### config.mk
export PLATFORM = sky130hd
export DESIGN_NAME = pc_src_select
export DESIGN_NICKNAME = d
export VERILOG_FILES = /design/src/rtl/pc_pkg.sv /design/src/rtl/mux2.sv /design/src/rtl/pc_src_select.sv
export SDC_FILE = /design/constraint.sdc
export NUM_CORES = 1
export LEC_CHECK = 0
export CAP_MARGIN = 10
export CORE_AREA = 2 2 39 41
export DETAILED_ROUTE_END_ITERATION = 12
export DIE_AREA = 0 0 41 43
export PLACE_DENSITY = 0.64
export SETUP_SLACK_MARGIN = 0.3
export SYNTH_ARGS = -nofsm -noshare
export SYNTH_HDL_FRONTEND = slang
export SYNTH_SLANG_ARGS = --single-unit
### constraint.sdc
create_clock -name clk -period 1 [get_ports clk]
set_input_delay 0.2 -clock clk [delete_from_list [all_inputs] [get_ports clk]]
set_output_delay 0.2 -clock clk [all_outputs]
set_load 0.03 [all_outputs]
### src/rtl/pc_pkg.sv
// Shared select encodings and PC type for the fetch-stage next-PC selector.
package pc_pkg;

  localparam int unsigned PC_AW = 5;

  localparam logic PC_SEL_SEQ = 1'b0;
  localparam logic PC_SEL_BR  = 1'b1;

  typedef logic [PC_AW-1:0] pc_t;

endpackage

### src/rtl/mux2.sv
// Width-parameterized 2:1 combinational multiplexer; an unknown select yields all-X.
module mux2 #(
  parameter int unsigned W = 5
) (
  input  logic [W-1:0] a,
  input  logic [W-1:0] b,
  input  logic         sel,
  output logic [W-1:0] y
);
  import pc_pkg::*;

  always_comb begin
    y = 'x;
    case (sel)
      PC_SEL_SEQ: y = a;
      PC_SEL_BR:  y = b;
      default:    y = 'x;
    endcase
  end

endmodule

### src/rtl/pc_src_select.sv
// Next-PC source selector with registered PC. Define PC_SRC_CNT_EN to add a
// wrapping taken-branch counter (taken_cnt).
module pc_src_select
  import pc_pkg::*;
#(
  parameter int unsigned    AW     = PC_AW,
  parameter logic [AW-1:0]  RST_PC = '0,
  parameter int unsigned    CNT_W  = 8
) (
  input  logic             clk,
  input  logic             rst,
  input  logic [AW-1:0]    in_adder1,
  input  logic [AW-1:0]    in_adder2,
  input  logic             cntrl_pc_src,
  input  logic             stall,
`ifdef PC_SRC_CNT_EN
  output logic [CNT_W-1:0] taken_cnt,
`endif
  output logic [AW-1:0]    out_pc,
  output logic [AW-1:0]    pc_q
);

  logic [AW-1:0] pc_d;

  mux2 #(
    .W (AW)
  ) u_mux2 (
    .a   (in_adder1),
    .b   (in_adder2),
    .sel (cntrl_pc_src),
    .y   (out_pc)
  );

  always_comb begin
    pc_d = pc_q;
    if (!stall) pc_d = out_pc;
  end

  always_ff @(posedge clk or posedge rst) begin
    if (rst) pc_q <= RST_PC;
    else     pc_q <= pc_d;
  end

`ifdef PC_SRC_CNT_EN
  logic [CNT_W-1:0] taken_cnt_d;

  // Counts only edges that actually load a branch target.
  always_comb begin
    taken_cnt_d = taken_cnt;
    if (!stall && (cntrl_pc_src == PC_SEL_BR)) taken_cnt_d = taken_cnt + 1'b1;
  end

  always_ff @(posedge clk or posedge rst) begin
    if (rst) taken_cnt <= '0;
    else     taken_cnt <= taken_cnt_d;
  end
`endif

endmodule

==> results of run 1 <==
==> cell usage after synthesis <==
master,count
mux2_2,10
dfrtp_1,5
inv_1,1
==> path summary, 6_finish.rpt <==
kind | from | to | slack (ns) | depth (start not counted)
worst max-delay path | cntrl_pc_src | out_pc[0] | -0.05 | 4
worst min-delay path | rst | pc_q[3] | 0.16 | 2
worst max register to register | pc_q[4] | pc_q[4] | 0.13 | 2
worst min register to register | pc_q[3] | pc_q[3] | 0.54 | 1
max in group asynchronous | rst | pc_q[1] | 0.67 | 2
min in group clk | in_adder1[0] | pc_q[0] | 0.54 | 4
==> repair_timing <==
action                     4_1_cts  5_1_grt
buffers inserted                 8        0
setup endpoints to repair       15       15
gates resized for setup         59        1
pin swaps                        0        0
==> metrics by stage <==
step,instances,power (uW),cell area (sq um),worst slack (ns),util [%]
2_1_floorplan,16,388,260,0.0746,-
3_3_place_gp,57,533,513,-0.918,37.1
3_5_place_dp,57,535,513,-0.920,37.1
4_1_cts,69,839,621,-0.0574,44.8
5_1_grt,69,875,624,-0.0691,45.1
6_report,69,826,624,-0.0547,45.1
==> logic make-up after synthesis <==
logic type	Yosys count	share of synthesized area (%)
flops	5	51.8
mux	10	46.6
buf+inv	1	1.55
==> power by group through the flow <==
stage / Sequential, uW / Clock, uW / Combinational, uW
2_1_floorplan: 294 / 0 / 93.2
3_3_place_gp: 244 / 0 / 289
3_5_place_dp: 246 / 0 / 289
4_1_cts: 246 / 243 / 349
5_1_grt: 250 / 255 / 371
6_report: 246 / 232 / 348
==> worst max-delay path, cell delays in order <==
cell and delay (ns):
buf_6 0.09, buf_6 0.12, mux2_4 0.30, buf_6 0.14
==> area by class of cell <==
| class | instances | area, sq um |
|---|---|---|
| fillers | 141 | 759 |
| repair buffers | 33 | 310 |
| multi-input cells | 10 | 139 |
| flip-flops and latches | 5 | 125 |
| clock buffers | 4 | 26.3 |
| well taps | 16 | 20.0 |
| inverters | 1 | 3.75 |
==> layout by cell type (no fill, tap or decap) <==
master,Yosys,layout
buf_6,0,12
dlygate4sd2_1,0,10
buf_4,0,9
mux2_4,0,7
dfrtp_1,5,5
mux2_2,10,3
clkbuf_4,0,3
inv_1,1,1
clkbuf_1,0,1
clkdlybuf4s50_1,0,1
clkdlybuf4s15_1,0,1
==> layer usage <==
layer | global-route usage (%) | up-vias | wire length, microns
met2 | 14.7 | 26 | 320
met1 | 10.7 | 122 | 263
met5 | 0 | - | 0
met4 | 10.0 | 0 | 25
met3 | 3.66 | 4 | 123
li1 | - | 131 | -
==> results.py, run 1 <==
metrics = {
    "outcome": {
        "status": "complete, but fails checks",
        "violations": "negative setup slack",
    },
    "final_layout": {
        "area_growth_pct": 159,
        "largest_register_ffs": 5,
        "regMostFlops": "pc_q",
        "nets": 68,
        "reg_top3": "pc_q: 5 flops",
        "diodes": 0,
        "drive_gt1_share_pct": 64.2,
    },
    "pwr": {
        "peakVddDrop_mv": 0.454,
        "p_leak_uw": 0.000325,
        "switching_share_pct": 29.7,
        "p_comb_share_pct": 42.2,
        "p_int_uw": 581,
        "clkPwrFrac_pct": 28.1,
        "p_sw_uw": 245,
        "seqPwrFrac_pct": 29.8,
        "powerDensity_mw_per_mm2": 1320,
    },
    "sta": {
        "finalCriticalPeriod_ns": 1.05,
        "hold-worst-slack_ns": 0.161,
        "fmax_mhz": 948,
        "slew_headroom_pct": 81.2,
        "finalCritPeriodShare_pct": 105,
        "rsz0062_at_grt": "true",
        "fin_tns_setup_ns": -0.271,
        "worst_pin_slew_ns": 0.282,
        "finalSetupViolCount": 5,
        "skew_ns": 0,
        "hold_viol": 0,
        "setup_ws_ns": -0.0547,
        "drv_slew": 0,
    },
    "job": {
        "max_cap_viol_count": 0,
    },
    "global_routing": {
        "grt_pass1_wl_microns": 1150,
        "gr-total-overflow": 0,
        "antenna_found_initial": 0,
        "grt_usage_pct": 10.3,
        "grt_start_max_net_pins": 6,
        "grt_pass1_vias": 294,
    },
    "worst_hold_path": {
        "min_path_type": "primary input to asynchronous set/reset pin",
    },
    "synth": {
        "ys_seq_area_share_pct": 51.8,
        "synth_area_per_cell_sq_um": 15.1,
        "synth_seq_cells": 5,
        "synth.largest_area_cell": "dfrtp_1",
        "synth_cells": 16,
        "yosys_warnings": 0,
        "synth_top_area_share_pct": 51.8,
        "synthesis.nets": 30,
        "yosys.cell_types.count": 3,
        "yosys-top-cells-area": "dfrtp_1 (52%), mux2_2 (47%), inv_1 (1.6%)",
        "synth.cell_area_sq_um": 241,
    },
    "route": {
        "vias": 283,
        "drtAntennaViolNets": 0,
        "drt-pass1-iter-count": 1,
        "routedWlPerCell_microns": 10.6,
        "routed_wl_microns": 732,
        "drc": 0,
        "viasPerCell": 4.10,
        "drtIter0Drc": 0,
    },
    "placed_design": {
        "portBuffers": 23,
        "post-dp-hpwl_microns": 607,
        "place.gp.congestion": 0.573,
    },
    "clock_network": {
        "cts_tree": "done",
        "clk_latency_ns": 0.24,
        "cts-htree-levels": 1,
        "clk_path_buf_depth": 2,
        "cts_buffers": 3,
        "cts_sinks": 5,
        "root_buffer": "clkbuf_4",
        "cts_hold_buf": 0,
        "path_clk_slew_ns": 0.04,
    },
    "die": {
        "rows": 14,
        "die_area_sq_mm": 0.00176,
        "die_w_microns": 41,
        "boundaryPins": 24,
        "die_h_microns": 43,
        "start_util_pct": 17.5,
        "fp.coreArea_sq_mm": 0.00138,
    },
    "worst_setup_path": {
        "cp-end-kind": "output port",
        "worstSetupStartpointType": "primary input",
        "crit_type": "primary input to output port",
        "cp.required_ns": 0.80,
        "cp_max_fo": 5,
        "cp.arrival_ns": 0.85,
    },
}
Power figures use the tool's default switching activity.
==> inputs of run 2 (changes only) <==
--- a/config.mk
+++ b/config.mk
@@ -14,3 +14,4 @@
 export SYNTH_ARGS = -nofsm -noshare
 export SYNTH_HDL_FRONTEND = slang
 export SYNTH_SLANG_ARGS = --single-unit
+export TNS_END_PERCENT = 20
==> constraint.sdc (replaced) <==
create_clock -name clk -period 1.31 [get_ports clk]
set_input_delay 0.262 -clock clk [delete_from_list [all_inputs] [get_ports clk]]
set_output_delay 0.262 -clock clk [all_outputs]
set_load 0.03 [all_outputs]
==> run 2 against run 1 <==
  * The flow now finishes without violations
  * Non-clock buffer count decreased by 3
  * Routed wire length increased by 13%
  * Final cell count decreased by 4.3%
  * Worst hold slack improved by 0.054 ns
  * Global-route usage increased by 0.75 points
==> results.py, run 2 (synthesis results as in run 1) <==
metrics = {
    "sta": {
        "finalSetupViolCount": 0,
        "rsz0062_at_grt": "true",
        "slew_headroom_pct": 84.6,
        "skew_ns": 0,
        "finalCritPeriodShare_pct": 82.4,
        "finalCriticalPeriod_ns": 1.08,
        "hold_viol": 0,
        "worst_pin_slew_ns": 0.232,
        "fin_tns_setup_ns": 0,
        "drv_slew": 0,
        "fmax_mhz": 926,
    },
    "die": {
        "die_h_microns": 43,
        "boundaryPins": 24,
        "die_w_microns": 41,
        "start_util_pct": 17.5,
        "fp.coreArea_sq_mm": 0.00138,
        "rows": 14,
        "die_area_sq_mm": 0.00176,
    },
    "job": {
        "max_cap_viol_count": 0,
    },
    "placed_design": {
        "post-dp-hpwl_microns": 654,
        "place.gp.congestion": 0.632,
        "dp_cells": 58,
        "place_area_sq_um": 518,
        "portBuffers": 23,
    },
    "pwr": {
        "p_leak_uw": 0.000282,
        "powerDensity_mw_per_mm2": 1100,
        "peakVddDrop_mv": 0.480,
    },
    "clock_network": {
        "clk_latency_ns": 0.24,
        "path_clk_slew_ns": 0.05,
        "cts_buffers": 3,
        "cts_sinks": 5,
        "clk_path_buf_depth": 2,
        "cts-htree-levels": 1,
        "cts_tree": "done",
        "cts_hold_buf": 0,
        "root_buffer": "clkbuf_4",
    },
    "route": {
        "drt-pass1-iter-count": 2,
        "drtAntennaViolNets": 0,
        "drtIter0Drc": 1,
        "viasPerCell": 4.12,
        "routedWlPerCell_microns": 12.5,
        "vias": 272,
        "drc": 0,
        "routed_wl_microns": 828,
    },
    "final_layout": {
        "area_growth_pct": 120,
        "reg_top3": "pc_q: 5 flops",
        "n_fill_cell": 144,
        "final_cell_count_no_fill": 66,
        "final_cell_mix": "buf_2 (14), buf_4 (8)",
        "final_util_pct": 38.4,
        "drive_gt1_share_pct": 82.0,
        "postLayoutCellArea_sq_um": 532,
        "nets": 65,
        "regMostFlops": "pc_q",
        "largest_register_ffs": 5,
        "layout_commonest_cell": "buf_2",
        "diodes": 0,
    },
    "global_routing": {
        "grt_pass1_vias": 307,
        "antenna_found_initial": 0,
        "grt_pass1_wl_microns": 1210,
        "grt_start_max_net_pins": 6,
        "grt_usage_pct": 11.0,
        "gr-total-overflow": 0,
    },
    "worst_setup_path": {
        "cp_max_fo": 5,
        "crit_start": "cntrl_pc_src",
        "cp.required_ns": 1.05,
        "cp-end-kind": "output port",
        "crit_type": "primary input to output port",
        "rr_startpoint": "pc_q[0]",
        "cp.arrival_ns": 0.82,
        "worstSetupStartpointType": "primary input",
    },
    "worst_hold_path": {
        "min_path_type": "primary input to asynchronous set/reset pin",
    },
    "outcome": {
        "status": "finished, final reports clean",
    },
}
==> run 2: per-stage QoR <==
stage | total power, uW | hold slack, ns | setup slack, ns
2_1_floorplan | 290 | 0.0405 | 0.250
3_3_place_gp | 412 | 0.473 | -0.805
3_5_place_dp | 414 | 0.476 | -0.802
4_1_cts | 597 | 0.208 | 0.227
5_1_grt | 627 | 0.240 | 0.216
6_report | 584 | 0.214 | 0.230
==> run 2: layer usage <==
layer / GRT usage, % / part of all wire (%) / vias to the layer above
met3: 5.76 / 16 / 0
met2: 16.9 / 47 / 18
met5: 0 / 0 / -
met1: 9.54 / 37 / 129
met4: 10.0 / 0 / 0
li1: - / - / 125
==> run 2: path summary, 6_finish.rpt <==
| check | endpoint | slack [ns] | cells past startpoint |
|---|---|---|---|
| max | out_pc[2] | 0.23 | 3 |
| min | pc_q[4] | 0.21 | 2 |
| min in group clk | pc_q[3] | 0.49 | 4 |
| max in group asynchronous | pc_q[1] | 0.92 | 2 |
| max reg2reg | pc_q[0] | 0.55 | 1 |
| min reg2reg | pc_q[1] | 0.50 | 1 |
==> run 2: area by class of cell <==
| class | count | area (sq um) | area share [%] |
|---|---|---|---|
| inverter | 1 | 3.75 | 0.706 |
| sequential | 5 | 125 | 23.5 |
| tap | 16 | 20.0 | 3.76 |
| timing repair buffer | 30 | 225 | 42.4 |
| multi-input combinational | 10 | 131 | 24.7 |
| clock buffer | 4 | 26.3 | 4.94 |
==> run 2: power by group <==
part           internal [uW]  total, uW  switching, uW
logic                    112        222            110
clock network            115        179           63.6
registers                174        184           9.17
==> run 2: worst max-delay path, cell delays in order <==
cell	delay [ns]
buf_12	0.11
mux2_4	0.30
buf_6	0.14
==> run 2: what timing repair did <==
| action | in CTS | in global routing |
|---|---|---|
| setup endpoints to repair | 15 | 12 |
| resized for setup | 104 | 2 |
| buffers inserted | 4 | 0 |
